--- src/rtl/msf_decoder_pkg.sv ---
// rtl/msf_decoder_pkg.sv - shared types and constants for the MSF slot decoder
package msf_decoder_pkg;

  typedef enum logic [1:0] {
    HUNT,
    COLLECT,
    TAIL
  } dec_state_e;

  localparam int SLOTS_PER_SECOND = 10;
  localparam int DECODE_SLOT      = 4;
  localparam logic [1:0] MARKER_DATA = 2'b11;

endpackage

--- src/rtl/msf_slot_voter.sv ---
// rtl/msf_slot_voter.sv - per-slot sample counter and carrier-off majority vote
module msf_slot_voter
  import msf_decoder_pkg::*;
#(
  parameter int SAMPLES_PER_SLOT = 10,
  parameter int VOTE_THRESH      = 6,
  parameter int DEBOUNCE         = 3
) (
  input  logic clk_i,
  input  logic rst_i,
  input  logic sample_valid_i,
  input  logic sample_data_i,
  input  logic realign_i,
  output logic slot_done_o,
  output logic slot_vote_o
);

  localparam int CW = $clog2(SAMPLES_PER_SLOT + 1);

  logic [CW-1:0] cnt_q, cnt_d;
  logic [CW-1:0] off_q, off_d;
  logic [CW-1:0] off_inc;

  // Realign wins over a slot close: the debounce samples already belong to slot 0.
  always_comb begin
    off_inc     = off_q + CW'(sample_data_i);
    cnt_d       = cnt_q;
    off_d       = off_q;
    slot_done_o = 1'b0;
    slot_vote_o = 1'b0;
    if (sample_valid_i) begin
      if (realign_i) begin
        cnt_d = CW'(DEBOUNCE);
        off_d = CW'(DEBOUNCE);
      end else if (cnt_q == CW'(SAMPLES_PER_SLOT - 1)) begin
        slot_done_o = 1'b1;
        slot_vote_o = (off_inc >= CW'(VOTE_THRESH));
        cnt_d       = '0;
        off_d       = '0;
      end else begin
        cnt_d = cnt_q + CW'(1);
        off_d = off_inc;
      end
    end
  end

  always_ff @(posedge clk_i) begin
    if (rst_i) begin
      cnt_q <= '0;
      off_q <= '0;
    end else begin
      cnt_q <= cnt_d;
      off_q <= off_d;
    end
  end

endmodule

--- src/rtl/msf_slot_decoder.sv ---
// rtl/msf_slot_decoder.sv - MSF second tracker and {A,B}/minute-marker decoder
module msf_slot_decoder
  import msf_decoder_pkg::*;
#(
  parameter int SAMPLES_PER_SLOT = 10,
  parameter int VOTE_THRESH      = 6,
  parameter int DEBOUNCE         = 3,
  parameter int PERIOD_TOL       = 5
) (
  input  logic       clk_i,
  input  logic       rst_i,
  input  logic       sample_valid_i,
  input  logic       sample_data_i,
  output logic       bits_valid_o,
  output logic       bits_is_second_00_o,
  output logic [1:0] bits_data_o,
  output logic       locked_o,
  output logic       error_o
);

  localparam int SEC_SAMPLES = SLOTS_PER_SECOND * SAMPLES_PER_SLOT;
  localparam int EL_MAX      = SEC_SAMPLES + PERIOD_TOL + 1;
  localparam int EW          = $clog2(EL_MAX + 1);
  localparam int RW          = $clog2(DEBOUNCE + 1);
  localparam int SW          = $clog2(SLOTS_PER_SECOND + 1);
  localparam logic [EW-1:0] WIN_LO = EW'(SEC_SAMPLES - PERIOD_TOL);
  localparam logic [EW-1:0] WIN_HI = EW'(SEC_SAMPLES + PERIOD_TOL);

  dec_state_e    state_q;
  logic          armed_q;
  logic [RW-1:0] run_q, run_d;
  logic [EW-1:0] elapsed_q, elapsed_d;
  logic [SW-1:0] slot_q;
  logic [2:0]    votes_q;
  logic          lock_ok_q;
  logic          bits_valid_q, s00_q, locked_q, error_q;
  logic [1:0]    data_q;

  logic       detect, realign, early, late;
  logic       slot_done, slot_vote;
  logic       fail, emit, emit_s00;
  logic [1:0] emit_data;

  msf_slot_voter #(
    .SAMPLES_PER_SLOT(SAMPLES_PER_SLOT),
    .VOTE_THRESH     (VOTE_THRESH),
    .DEBOUNCE        (DEBOUNCE)
  ) u_voter (
    .clk_i         (clk_i),
    .rst_i         (rst_i),
    .sample_valid_i(sample_valid_i),
    .sample_data_i (sample_data_i),
    .realign_i     (realign),
    .slot_done_o   (slot_done),
    .slot_vote_o   (slot_vote)
  );

  // Edges seen while collecting are B-bit or marker carrier-off runs, never a new second.
  always_comb begin
    detect    = sample_valid_i & sample_data_i & armed_q & (run_q == RW'(DEBOUNCE - 1));
    realign   = detect & (state_q != COLLECT);
    run_d     = (run_q == RW'(DEBOUNCE)) ? run_q : run_q + RW'(1);
    elapsed_d = (elapsed_q == EW'(EL_MAX)) ? elapsed_q : elapsed_q + EW'(1);
    early     = (elapsed_d < WIN_LO);
    late      = sample_valid_i & (elapsed_d > WIN_HI);
    fail      = 1'b0;
    emit      = 1'b0;
    emit_s00  = 1'b1;
    emit_data = MARKER_DATA;
    case (state_q)
      COLLECT: begin
        if (slot_done) begin
          if (slot_q == '0 && !slot_vote) begin
            fail = 1'b1;
          end else if (slot_q == SW'(DECODE_SLOT)) begin
            if (&{votes_q, slot_vote}) begin
              emit = 1'b1;
            end else if (!votes_q[0] && !slot_vote) begin
              emit      = 1'b1;
              emit_s00  = 1'b0;
              emit_data = votes_q[2:1];
            end else begin
              fail = 1'b1;
            end
          end
        end
      end
      TAIL: begin
        if (detect) begin
          fail = early | late;
        end else if (late) begin
          fail = 1'b1;
        end else if (slot_done && slot_vote && slot_q > SW'(DECODE_SLOT) &&
                     slot_q < SW'(SLOTS_PER_SECOND - 1)) begin
          fail = 1'b1;
        end
      end
      default: ;
    endcase
  end

  always_ff @(posedge clk_i) begin
    if (rst_i) begin
      state_q      <= HUNT;
      armed_q      <= 1'b0;
      run_q        <= '0;
      elapsed_q    <= '0;
      slot_q       <= '0;
      votes_q      <= '0;
      lock_ok_q    <= 1'b0;
      bits_valid_q <= 1'b0;
      s00_q        <= 1'b0;
      data_q       <= '0;
      locked_q     <= 1'b0;
      error_q      <= 1'b0;
    end else begin
      bits_valid_q <= 1'b0;
      error_q      <= 1'b0;
      if (sample_valid_i) begin
        if (!sample_data_i) begin
          armed_q <= 1'b1;
          run_q   <= '0;
        end else begin
          run_q <= run_d;
          if (detect) armed_q <= 1'b0;
        end
        elapsed_q <= realign ? EW'(DEBOUNCE) : elapsed_d;
        if (realign) slot_q <= '0;
        else if (slot_done && slot_q != SW'(SLOTS_PER_SECOND)) slot_q <= slot_q + SW'(1);
        if (state_q == COLLECT && slot_done) votes_q <= {votes_q[1:0], slot_vote};

        // A failing sample never leaves the detector armed, even if it was carrier-on.
        if (fail) begin
          error_q   <= 1'b1;
          locked_q  <= 1'b0;
          armed_q   <= 1'b0;
          lock_ok_q <= 1'b0;
          state_q   <= (realign && early) ? COLLECT : HUNT;
        end else if (emit) begin
          bits_valid_q <= 1'b1;
          data_q       <= emit_data;
          s00_q        <= emit_s00;
          if (lock_ok_q) locked_q <= 1'b1;
          state_q <= TAIL;
        end else if (realign) begin
          lock_ok_q <= 1'b1;
          state_q   <= COLLECT;
        end
      end
    end
  end

  assign bits_valid_o        = bits_valid_q;
  assign bits_is_second_00_o = s00_q;
  assign bits_data_o         = data_q;
  assign locked_o            = locked_q;
  assign error_o             = error_q;

endmodule

--- config.mk ---
export PLATFORM = sky130hd
export DESIGN_NAME = msf_slot_decoder
export DESIGN_NICKNAME = d
export VERILOG_FILES = /design/src/rtl/msf_decoder_pkg.sv /design/src/rtl/msf_slot_voter.sv /design/src/rtl/msf_slot_decoder.sv
export SDC_FILE = /design/constraint.sdc
export NUM_CORES = 1
export LEC_CHECK = 0
export BUFFER_PORTS_ARGS = -buffer_cell sky130_fd_sc_hd__buf_2
export CAP_MARGIN = 20
export CELL_PAD_IN_SITES_DETAIL_PLACEMENT = 1
export CELL_PAD_IN_SITES_GLOBAL_PLACEMENT = 1
export CORE_ASPECT_RATIO = 1.1
export CORE_MARGIN = 5
export CORE_UTILIZATION = 47
export DETAILED_ROUTE_END_ITERATION = 12
export PLACE_DENSITY_LB_ADDON = 0.1
export SYNTH_ARGS = -nofsm -noshare
export SYNTH_HDL_FRONTEND = slang
export SYNTH_SLANG_ARGS = --single-unit
export TNS_END_PERCENT = 10
--- constraint.sdc ---
create_clock -name clk_i -period 5.5 [get_ports clk_i]
set_input_delay 0.55 -clock clk_i [delete_from_list [all_inputs] [get_ports clk_i]]
set_output_delay 0.55 -clock clk_i [all_outputs]
set_load 0.005 [all_outputs]
==> results_dict.tcl, run 1 <==
set metrics [dict create \
    synthFlopType "dfxtp_1" \
    grt_max_degree 31 \
    fillers 526 \
    regToRegEndpoint "state_q[0]" \
    synth.avg_cell_area_um2 8.58 \
    synth_edf_count 0 \
    dr.pass1.iters 4 \
    cts_buffers 5 \
    fmax_ghz 0.375 \
    crit_chain "buf_2 > ha_1 > ha_1 > a21oi_1 > nor2b_1 > o32ai_1 > a21oi_1 > a211o_1 > mux2i_1" \
    grt_pass1_vias 1815 \
    crit_path_end_kind "flop" \
    timing_hold_violations_final 0 \
    min_period_over_period 0.485 \
    r2r_setup_slack_ns 2.90 \
    holdCritPathClass "reg2reg" \
    crit_path_start_kind "primary input" \
    remaining_drc_errors 0 \
    met3WireLength_um 134 \
    peakVddDrop_uv 150 \
    cts_root_buf "clkbuf_8" \
    tns_ns 0 \
    rsz0062_at_grt "false" \
    grt_usage 0.191 \
    synth_top_cell_area_share 0.333 \
    routedWlPerCell_um 16.5 \
    core_area_um2 4250 \
    power_uw 530 \
    fp.dieArea_um2 5770 \
    grt_pass1_wl_um 8760 \
    drt_iter0_drc 82 \
    ys_ff_latch 34 \
    yosysWarnings 0 \
    highest_layer "met4" \
    numPortBuffers 9 \
    yosysUniqueCellTypes 62 \
    register_area_um2 681 \
    nets 263 \
    yosys-top-cells-area "dfxtp_1 (33%), ha_1 (7.3%), nor2_1 (5.5%)" \
    crit_path_top_delay_cell "a211o_1" \
    multi_input_area_um2 1270 \
    worstMarginPinSlew_ns 0.610 \
    finClkSkew_ns 0.00785 \
    synth_top_area_cell "dfxtp_1" \
    power.leakage_nw 0.849 \
    synth-seq-area-share 0.333 \
    pre_cts_slack_ns 2.55 \
    path_max_fanout 10 \
    start_util 0.480 \
    setup_violations 0 \
    routed_via_density 5.83 \
    cts_tree "done" \
    arrival_ns 2.89 \
    drv_slew 0 \
    cts_hold_buf 0 \
    maxCapViolations 0 \
    syn_inst 238 \
    h-tree-depth 2 \
    syn_area_um2 2040 \
    area_growth_pct 9.31 \
    hp-start "lock_ok_q" \
    hold_ws_ns 0.481 \
    min_path_cells 2 \
    num_antenna_cells 0 \
    whs_endpoint "lock_ok_q" \
    outcome "complete, no violations" \
    drive_above_1_share 0.145 \
    finalWirelength_um 4970 \
    cp.required_ns 5.72 \
    synth.net_count 254 \
    clockBufferDepth 2 \
    globalplace.congestion 0.838 \
    ios 10 \
    wl_met2_um 2460 \
    detail-route-antenna-nets 0 \
    async_reset_ff_frac 0 \
    cts_setup_buffers 0 \
    fin_crit_ns 2.67 \
    slew_headroom 0.593 \
    die_h_um 79.2 \
    cts_resized 0 \
    die_w_um 72.9 \
    clkLatencyLatePin_ns 0.30 \
    num_vias 1760 \
    clkSinkCount 34 \
    timing.final.ws_setup_ns 2.83 \
    drt-met1-wl_um 2320 \
    num_rows 25 \
    grt_antenna_before_repair 0 \
    path_clk_slew_ns 0.07 \
    dp_hpwl_um 3560 \
    power.density_nw_per_um2 237 \
    overflow 0 \
    reg2reg_from "elapsed_q[0]" \
    ff2ff_path_depth 7 \
    slowest_delay_ns 0.43 \
    worstSetupPathType "in2reg" \
]
-- worst max-delay path: cells and delay by family --
kind	cells	cell delay, ns
fa+ha+maj	2	0.58
simple gates	1	0.29
compound gates	4	1.09
mux	1	0.24
buf+inv	1	0.13
-- logic make-up (layout without fill, tap and decap cells) --
logic type	after synthesis	count (layout)	synth area share
compound gates	60	60	0.229
xor+xnor	5	5	0.0214
fa+ha+maj	12	12	0.0735
buf+inv	22	32	0.0453
flops	34	34	0.333
mux	2	2	0.00980
simple gates	103	103	0.288
-- flip-flops by register name (all words and copies together), names as in the netlist --
| register | flops |
|---|---|
| elapsed_q | 7 |
| bits_data_o | 2 |
| u_voter.cnt_q | 4 |
| bits_is_second_00_o | 1 |
| error_o | 1 |
| armed_q | 1 |
| votes_q | 3 |
| slot_q | 4 |
| bits_valid_o | 1 |
| u_voter.off_q | 4 |
| locked_o | 1 |
| lock_ok_q | 1 |
| state_q | 2 |
| run_q | 2 |
-- power by group --
| group | total, mW | switching [mW] | internal [mW] | leakage, nW |
|---|---|---|---|---|
| registers | 0.258 | 0.00729 | 0.251 | 0.276 |
| clock network | 0.236 | 0.102 | 0.135 | 0.0504 |
| logic | 0.0349 | 0.0224 | 0.0126 | 0.523 |
-- per-stage QoR --
stage                      util  cell area, um^2  instances
final                     0.525             2230        302
after global routing      0.525             2230        302
after CTS                 0.525             2230        302
after detailed placement  0.498             2120        294
after global placement    0.498             2120        294
after floorplan               -             2040        238
-- routing by layer --
layer | vias up | global-route usage
li1 | 874 | -
met1 | 865 | 0.239
met2 | 15 | 0.323
met3 | 6 | 0.0367
met4 | 0 | 0.0683
met5 | - | 0
-- layout by cell type, fill, tap and decap left out, types with 2 or more instances in the layout --
cell type,instances
dfxtp_1,34
nor2_1,30
a21oi_1,21
nand2_1,17
inv_1,14
nor3_1,12
ha_1,12
buf_2,9
o21ai_0,8
nand2b_1,5
clkbuf_8,5
xor2_1,4
nand4_1,3
a211oi_1,3
and3_1,3
nor3b_1,3
nor2b_1,3
nand3b_1,3
nand3_1,3
o221a_1,3
and4_1,2
and4bb_2,2
and2b_1,2
or4_1,2
or3_4,2
and2_1,2
a211oi_2,2
nor3_2,2
mux2i_1,2
clkinvlp_4,2
-- worst max path at each step --
stage | startpoint | endpoint | slack [ns] | depth (start not counted)
6_report | sample_data_i | state_q[0] | 2.83 | 9
5_1_grt | sample_data_i | state_q[0] | 2.62 | 9
4_1_cts | sample_data_i | state_q[0] | 2.87 | 9
3_5_place_dp | sample_data_i | state_q[0] | 2.55 | 9
3_3_place_gp | sample_data_i | bits_data_o[0] | 2.67 | 9
2_1_floorplan | sample_data_i | bits_is_second_00_o | 3.03 | 9
-- synthesized netlist by cell type (3+ instances only) --
cell type	n
a21oi_1	21
o21ai_0	8
inv_1	14
nor2_1	30
clkbuf_1	4
xor2_1	4
nand2b_1	5
nand3_1	3
a211oi_1	3
nor2b_1	3
o221a_1	3
ha_1	12
nor3b_1	3
dfxtp_1	34
and3_1	3
nand2_1	17
nand3b_1	3
nor3_1	12
nand4_1	3
-- area by class of cell --
| type | instances | share of cell area |
|---|---|---|
| flip-flops and latches | 34 | 0.305 |
| clock buffers | 5 | 0.0308 |
| repair buffers | 9 | 0.0202 |
| multi-input cells | 182 | 0.569 |
| clock inverters | 3 | 0.0202 |
| inverters | 15 | 0.0252 |
| well taps | 54 | 0.0303 |
No activity file was read; power rests on OpenSTA's default activity.
==> run 2, diff against run 1 <==
--- a/config.mk
+++ b/config.mk
@@ -11,7 +11,7 @@
 export CELL_PAD_IN_SITES_GLOBAL_PLACEMENT = 1
 export CORE_ASPECT_RATIO = 1.1
 export CORE_MARGIN = 5
-export CORE_UTILIZATION = 47
+export CORE_UTILIZATION = 42
 export DETAILED_ROUTE_END_ITERATION = 12
 export PLACE_DENSITY_LB_ADDON = 0.1
 export SYNTH_ARGS = -nofsm -noshare
==> constraint.sdc (replaced) <==
create_clock -name clk_i -period 2.1 [get_ports clk_i]
set_input_delay 0.21 -clock clk_i [delete_from_list [all_inputs] [get_ports clk_i]]
set_output_delay 0.21 -clock clk_i [all_outputs]
set_load 0.005 [all_outputs]
==> results_dict.tcl, run 2 (synthesized netlist as in run 1, its figures left out) <==
set metrics [dict create \
    outcome "complete, but fails checks" \
    failed_checks "setup timing" \
    path_clk_slew_ns 0.07 \
    dr.pass1.iters 4 \
    clockBufferDepth 2 \
    cts_buffers 5 \
    reg2reg_from "elapsed_q[0]" \
    min_period_over_period 1.02 \
    core_area_um2 4680 \
    pwr-share-clk 0.421 \
    maxCapViolations 0 \
    drt_iter0_drc 69 \
    internal_power_mw 1.07 \
    die_h_um 83.2 \
    drive_above_1_share 0.333 \
    grt_usage 0.175 \
    hp-start "sample_valid_i" \
    fp.dieArea_um2 6360 \
    num_rows 26 \
    power.leakage_nw 1.05 \
    fmax_ghz 0.467 \
    h-tree-depth 2 \
    remaining_drc_errors 0 \
    path_common_cell "buf_4" \
    num_antenna_cells 0 \
    layout_common_cells "buf_4 (37), nor2_1 (30), dfxtp_1 (28), a21oi_1 (19), nand2_1 (17)" \
    register_area_um2 693 \
    setup_violations 5 \
    finClkSkew_ns 0.00497 \
    power_mw 1.41 \
    crit_path_end_kind "flop" \
    final_util 0.560 \
    power.density_nw_per_um2 537 \
    fillers 569 \
    fin_crit_ns 2.14 \
    detail-route-antenna-nets 0 \
    multi_input_area_um2 1370 \
    start_util 0.436 \
    timing_hold_violations_final 0 \
    peakVddDrop_uv 293 \
    grt_antenna_before_repair 0 \
    min_path_cells 3 \
    layout.cells.most_common "buf_4" \
    cts_root_buf "clkbuf_8" \
    routedWlPerCell_um 15.5 \
    cp.required_ns 2.28 \
    ff2ff_path_depth 8 \
    die_w_um 76.5 \
    grt_pass1_vias 1974 \
    cp_num_cells 8 \
    cts_tree "done" \
    pwr-share-comb 0.101 \
    routed_via_density 5.49 \
    overflow 0 \
    grt_max_degree 31 \
    switching_power_uw 336 \
    clkSinkCount 34 \
    startpoint "elapsed_q[0]" \
    worstSetupPathType "reg2reg" \
    num_vias 1873 \
    timing.final.ws_setup_ns -0.0418 \
    largest_register "elapsed_q" \
    crit_path_top_delay_cell "dfxtp_4" \
    globalplace.congestion 0.885 \
    worstMarginPinSlew_ns 0.633 \
    largest_reg_flops 7 \
    switching_share 0.239 \
    numPortBuffers 9 \
    critPathTopFamily "compound AO/OA/AOI/OAI gates" \
    crit_path_start_kind "flop" \
    ios 10 \
    nets 300 \
    grt_pass1_wl_um 9230 \
    holdCritPathClass "in2reg" \
    seqPwrFrac 0.479 \
    crit_chain "buf_4 > nand3_1 > or3_4 > a32oi_2 > o2bb2ai_2 > a211o_1 > buf_4 > o221a_1" \
    critical_path_buf_inv_count 2 \
    path_max_fanout 5 \
    clkLatencyLatePin_ns 0.29 \
    arrival_ns 2.32 \
    slowest_delay_ns 0.38 \
    tns_ns -0.121 \
    area_growth_pct 28.3 \
    drv_slew 0 \
    slew_headroom 0.578 \
    dp_hpwl_um 4000 \
    rsz0062_at_grt "true" \
    finalWirelength_um 5270 \
]
run 2: changes by cell type in the layout (fill, tap and decap cells not counted), moves of 4 or more:
cell	delta
buf_4	+37
dfxtp_1	-6
dfxtp_2	+4
ha_1	-6
ha_4	+4
run 2: path summary, 6_finish.rpt:
path                      endpoint  slack, ns
setup / recovery    bits_data_o[1]      -0.04
hold / removal    u_voter.cnt_q[1]       0.30
hold reg to reg          lock_ok_q       0.48
setup reg to reg    bits_data_o[1]      -0.04
run 2: layout make-up:
type | count | share of cell area
clock inverters | 3 | 0.0153
inverters | 15 | 0.0215
flip-flops and latches | 34 | 0.264
multi-input cells | 182 | 0.523
well taps | 56 | 0.0267
clock buffers | 5 | 0.0263
repair buffers | 46 | 0.123
run 2: per-stage QoR:
step / worst slack [ns] / instance area [um^2] / instances / hold slack, ns
floorplan: 0.0101 / 2090 / 238 / 0.395
global placement: -0.0901 / 2430 / 331 / 0.463
detailed placement: -0.159 / 2430 / 331 / 0.471
CTS: -0.0559 / 2580 / 340 / 0.291
global route: -0.146 / 2620 / 341 / 0.303
finish: -0.0418 / 2620 / 341 / 0.302
run 2: layer usage:
layer | global-route usage | part of all wire
met3 | 0.0357 | 0.023
met5 | 0 | 0
met2 | 0.304 | 0.50
met1 | 0.212 | 0.47
met4 | 0.0620 | 0.014
run 2: what timing repair did:
| action | 4_1_cts | 5_1_grt |
|---|---|---|
| setup buffers | 1 | 1 |
| pin swaps | 5 | 4 |
| endpoints found under the setup margin | 10 | 10 |
| hold buffers | 0 | 0 |
| resized for setup | 8 | 11 |
| gates cloned | 0 | 0 |
run 2: worst min-delay path, cell delays in order:
cell	delay, ns
buf_2	0.17
o21ai_0	0.09
a21oi_1	0.06
run 2: power groups by stage:
stage	clock [mW]	sequential [mW]	combinational (mW)
2_1_floorplan	0	0.685	0.0776
3_3_place_gp	0	0.685	0.131
3_5_place_dp	0	0.686	0.132
4_1_cts	0.620	0.673	0.136
5_1_grt	0.650	0.676	0.159
6_report	0.593	0.674	0.142
